## src/rtl/arbitro_memoria.sv

```systemverilog
// arbitro_memoria: round-robin arbiter and bus sequencer sharing one memory
// port between instruction fetch (read-only) and data access (read/write).
module arbitro_memoria #(
  parameter int ADDR_W   = 8,
  parameter int DATA_W   = 8,
  parameter int WAIT_CYC = 2
) (
  input  logic              i_Clk,
  input  logic              i_Rst_n,
  input  logic              i_Fetch_Req,
  input  logic [ADDR_W-1:0] i_Fetch_Dir,
  output logic              o_Fetch_Ack,
  input  logic              i_Dato_Req,
  input  logic              i_Dato_RW,
  input  logic [ADDR_W-1:0] i_Dato_Dir,
  input  logic [DATA_W-1:0] i_Dato_Wr,
  output logic              o_Dato_Ack,
  output logic [DATA_W-1:0] o_Dato_Leido,
  output logic [ADDR_W-1:0] o_Mem_Dir,
  output logic [DATA_W-1:0] o_Mem_Dato,
  output logic              o_Mem_RW,
  output logic              o_Mem_En,
  input  logic [DATA_W-1:0] i_Mem_Dato,
  output logic              o_Ocupado
);

  localparam int EFF_WAIT = (WAIT_CYC < 1) ? 1 : WAIT_CYC;
  localparam int CNT_W    = (EFF_WAIT > 1) ? $clog2(EFF_WAIT) : 1;

  typedef enum logic [1:0] {IDLE, SETUP, ACCESS, DONE} state_t;

  state_t            r_state;
  state_t            w_next;
  logic              r_lastData;
  logic              r_grantData;
  logic              r_rw;
  logic [ADDR_W-1:0] r_dir;
  logic [DATA_W-1:0] r_dato;
  logic [DATA_W-1:0] r_leido;
  logic [CNT_W-1:0]  r_cnt;
  logic              w_grantData;
  logic              w_anyReq;

  assign o_Mem_Dir    = r_dir;
  assign o_Mem_Dato   = r_dato;
  assign o_Dato_Leido = r_leido;

  always_ff @(posedge i_Clk or negedge i_Rst_n) begin
    if (!i_Rst_n) r_state <= IDLE;
    else          r_state <= w_next;
  end

  // On a tie, the requester that was not served last wins.
  always_comb begin
    w_next      = r_state;
    w_anyReq    = i_Fetch_Req || i_Dato_Req;
    w_grantData = i_Dato_Req && (!i_Fetch_Req || !r_lastData);
    o_Mem_En    = 1'b0;
    o_Mem_RW    = 1'b1;
    o_Fetch_Ack = 1'b0;
    o_Dato_Ack  = 1'b0;
    o_Ocupado   = 1'b1;
    case (r_state)
      IDLE: begin
        o_Ocupado = 1'b0;
        if (w_anyReq) w_next = SETUP;
      end
      SETUP: begin
        o_Mem_RW = r_rw;
        w_next   = ACCESS;
      end
      ACCESS: begin
        o_Mem_En = 1'b1;
        o_Mem_RW = r_rw;
        if (r_cnt == '0) w_next = DONE;
      end
      DONE: begin
        o_Mem_RW    = r_rw;
        o_Fetch_Ack = !r_grantData;
        o_Dato_Ack  = r_grantData;
        w_next      = IDLE;
      end
      default: w_next = IDLE;
    endcase
  end

  always_ff @(posedge i_Clk or negedge i_Rst_n) begin
    if (!i_Rst_n) begin
      r_lastData  <= 1'b1;
      r_grantData <= 1'b0;
      r_rw        <= 1'b1;
      r_dir       <= '0;
      r_dato      <= '0;
      r_leido     <= '0;
      r_cnt       <= '0;
    end else begin
      case (r_state)
        IDLE: begin
          if (w_anyReq) begin
            r_grantData <= w_grantData;
            r_dir       <= w_grantData ? i_Dato_Dir : i_Fetch_Dir;
            r_rw        <= w_grantData ? i_Dato_RW : 1'b1;
            if (w_grantData) r_dato <= i_Dato_Wr;
          end
        end
        SETUP: r_cnt <= CNT_W'(EFF_WAIT - 1);
        ACCESS: begin
          if (r_cnt == '0) begin
            if (r_rw) r_leido <= i_Mem_Dato;
          end else begin
            r_cnt <= r_cnt - 1'b1;
          end
        end
        DONE: r_lastData <= r_grantData;
        default: ;
      endcase
    end
  end

endmodule

```

## config.mk

```make
export PLATFORM = sky130hd
export DESIGN_NAME = arbitro_memoria
export DESIGN_NICKNAME = d
export VERILOG_FILES = /design/src/rtl/arbitro_memoria.sv
export SDC_FILE = /design/constraint.sdc
export NUM_CORES = 1
export LEC_CHECK = 0
export CAP_MARGIN = 10
export CORE_MARGIN = 4
export CORE_UTILIZATION = 42
export DETAILED_ROUTE_END_ITERATION = 10
export GPL_TIMING_DRIVEN = 1
export PLACE_DENSITY = 0.84
export SLEW_MARGIN = 20
export SYNTH_ARGS = -nofsm -noshare
export SYNTH_HDL_FRONTEND = slang
export SYNTH_SLANG_ARGS = --single-unit
```

## constraint.sdc

```tcl
create_clock -name i_Clk -period 4.4 [get_ports i_Clk]
set_clock_uncertainty 0.1 [all_clocks]
set_input_delay 0.66 -clock i_Clk [delete_from_list [all_inputs] [get_ports i_Clk]]
set_output_delay 0.66 -clock i_Clk [all_outputs]
set_load 0.05 [all_outputs]
```

==> out/metrics.cfg <==
[timing]
period_needed_ns = 2.854
tns_ns = 0
post-route-period-util_pct = 64.85
slew_violations = 0
fmax_mhz = 350.4
tightest_slew_ns = 0.5507
maxSlewHeadroom_pct = 63.29
grt_setup_unrepaired = false
hold_viol = 0
finalSetupViolations = 0

[clock_network]
cts_tree = built
insertion_delay_ns = 0.31
clockBufferDepth = 2
ctsResizeCount = 0
hold_buffers = 0
cts_buffers = 5
cts_sinks = 30
cts_max_level = 2
cts-root-buf = clkbuf_4
clk_pin_slew_worst_paths_ns = 0.08
cts_setup_buffers = 0

[worst_setup_path]
crit_chain = inv_1, ha_1, or2_2, clkdlybuf4s50_1
slowest_delay_ns = 0.71
crit_path_end_kind = output port
slowest_stage = clkdlybuf4s50_1
path_max_fanout = 6
crit_type = reg -> out
crit_arrival_ns = 2.09
cp.required_ns = 3.64
cp-start-kind = flop

[placed_design]
dpl-instance-area_um2 = 1966
dp.cells = 199
port_buffers = 65
dp_hpwl_um = 2566
gp_congestion = 0.7130

[cells_and_area]
n_antenna_cell = 0
stdcell_area_um2 = 2014
stdcell_count = 207
syn_to_final_growth_pct = 56.31
nFillCells = 240
layout-drive-gt1-share_pct = 17.61
final_nets = 215

[routing]
post_drt_wl_per_cell_um = 15.42
first_pass_iters = 4
ant_nets = 0
wirelength_um = 3191
route.detailed.drc = 0
drt_iter0_drc = 40
avgViaCountPerCell = 4.957
vias = 1026

[pwr]
total_power_mw = 1.753
p_clk_share_pct = 8.3
power_leakage_nw = 0.8631
combPwrFrac_pct = 62.9
seq_power_share_pct = 28.8
p_int_mw = 0.8984
p_per_area_nw_per_um2 = 870.3
swShare_pct = 48.76
power_switching_mw = 0.8548
vdd_drop_max_uv = 495.8

[logic_synthesis]
synth_common_cells = 28 x dfrtp_1, 18 x mux2_2, 16 x nand2_1
synthArstFlopShare_pct = 100.0
avgSynthCellArea_um2 = 12.27
syn_nets = 145
yosysSeqAreaShare_pct = 58.45
synth_cells = 105
synth_edf_count = 0
ys_warn_count = 0
synth_area_leader_cell = dfrtp_1
synth_area_leaders = dfrtp_1 54%, mux2_2 16%, nand2_1 4.7%
netlist_area_um2 = 1289
synth_top_flop_cell = dfrtp_1
synth.most_common_cell = dfrtp_1
synth_top_area_share_pct = 54.37
synth_seq_cells = 30
synth_cell_type_count = 23

[grt]
gr-total-overflow = 0
antenna_found_initial = 0
grt_max_degree = 31
grt_use_total_pct = 17.21
grt_pass1_wl_um = 5223
grt_pass1_vias = 1127

[floorplanning]
num_rows = 19
die_h_um = 63.40
die_w_um = 63.40
start_util_pct = 45.18
core_um2 = 2853
die_area_um2 = 4019
ios = 66

[job]
maxCapViolCount = 0

[run_status]
status = finished clean

[worst_hold_path]
hp-class = reg -> reg

==> state kept, by name, indices dropped and copies added (netlist names) <==
signal / flops
o_Dato_Leido: 8
o_Mem_Dir: 8
r_rw: 1
r_grantData: 1
r_cnt: 1
r_lastData: 1
r_state: 2
o_Mem_Dato: 8
==> metrics by stage <==
| step | util, % | worst slack [ns] | hold WS (ns) |
|---|---|---|---|
| floorplan | - | 2.381 | 0.2644 |
| global placement | 68.90 | 1.928 | 0.3871 |
| detailed placement | 68.90 | 1.887 | 0.3913 |
| CTS | 70.61 | 1.519 | 0.4100 |
| global route | 70.61 | 1.455 | 0.4395 |
| finish | 70.61 | 1.546 | 0.4079 |
==> worst max-delay path: cells and delay by family, from the launching register on <==
kind	cells	cell delay (ns)
buf+inv	2	0.77
fa+ha+maj	1	0.27
flops	1	0.42
simple gates	1	0.32
==> path summary, 6_finish.rpt <==
check	from	cells after the start	slack, ns	to
hold / removal	o_Dato_Leido[2]	1	0.41	o_Dato_Leido[2]
max in group asynchronous	i_Rst_n	2	3.26	r_lastData
min in group asynchronous	i_Rst_n	2	0.62	o_Mem_Dato[7]
hold reg to reg	o_Dato_Leido[2]	1	0.41	o_Dato_Leido[2]
setup / recovery	r_state[1]	4	1.55	o_Mem_RW
setup reg to reg	r_state[0]	5	2.61	o_Mem_Dir[4]
==> cell type report <==
class	count	area [um^2]	share of cell area, %
clock buffers	8	48.80	2.422
inverters	5	18.77	0.9317
multi-input cells	67	496.7	24.66
flip-flops and latches	30	753.2	37.39
well taps	31	38.79	1.925
repair buffers	66	658.1	32.67
==> power groups by stage <==
stage / clock (mW) / combinational (mW) / sequential [mW]
after global routing: 0.172 / 1.16 / 0.524
after global placement: 0 / 1.09 / 0.497
after CTS: 0.153 / 1.12 / 0.506
after detailed placement: 0 / 1.11 / 0.512
after floorplan: 0 / 0.354 / 0.895
final: 0.146 / 1.10 / 0.504
==> cell families (layout without fill, tap and decap cells) <==
family | count (synthesis) | count (layout) | share of synthesized area, %
DFF | 30 | 30 | 58.45
and+or+nand+nor | 30 | 30 | 10.00
muxes | 19 | 19 | 16.50
AOI/OAI and AO/OA | 15 | 15 | 9.127
buffers and inverters | 8 | 79 | 3.009
adders and majority gates | 3 | 3 | 2.913
==> metal layers <==
layer | track usage, % | routed length [um] | vias to the layer above
met5 | 0 | 0 | -
met4 | 9.704 | 74 | 0
met3 | 4.796 | 141 | 7
met2 | 32.07 | 1837 | 28
met1 | 16.76 | 1137 | 497
li1 | - | - | 494
==> placed cells by master, fill, tap and decap left out <==
cell type,n
a21bo_2,1
mux2i_1,1
o22a_1,1
a22oi_1,1
or2_2,1
a31oi_1,8
dfstp_2,2
nor2_1,9
clkbuf_4,5
dfrtp_1,28
nor2b_1,1
o22a_2,1
o21a_1,1
a21boi_4,1
nand2_1,16
o21ai_0,1
nand2_4,1
clkdlybuf4s50_1,65
and2_1,1
buf_4,1
inv_1,5
clkbuf_1,3
mux2_2,18
nand3_1,1
ha_1,3
(Power assumes the default switching activity.)
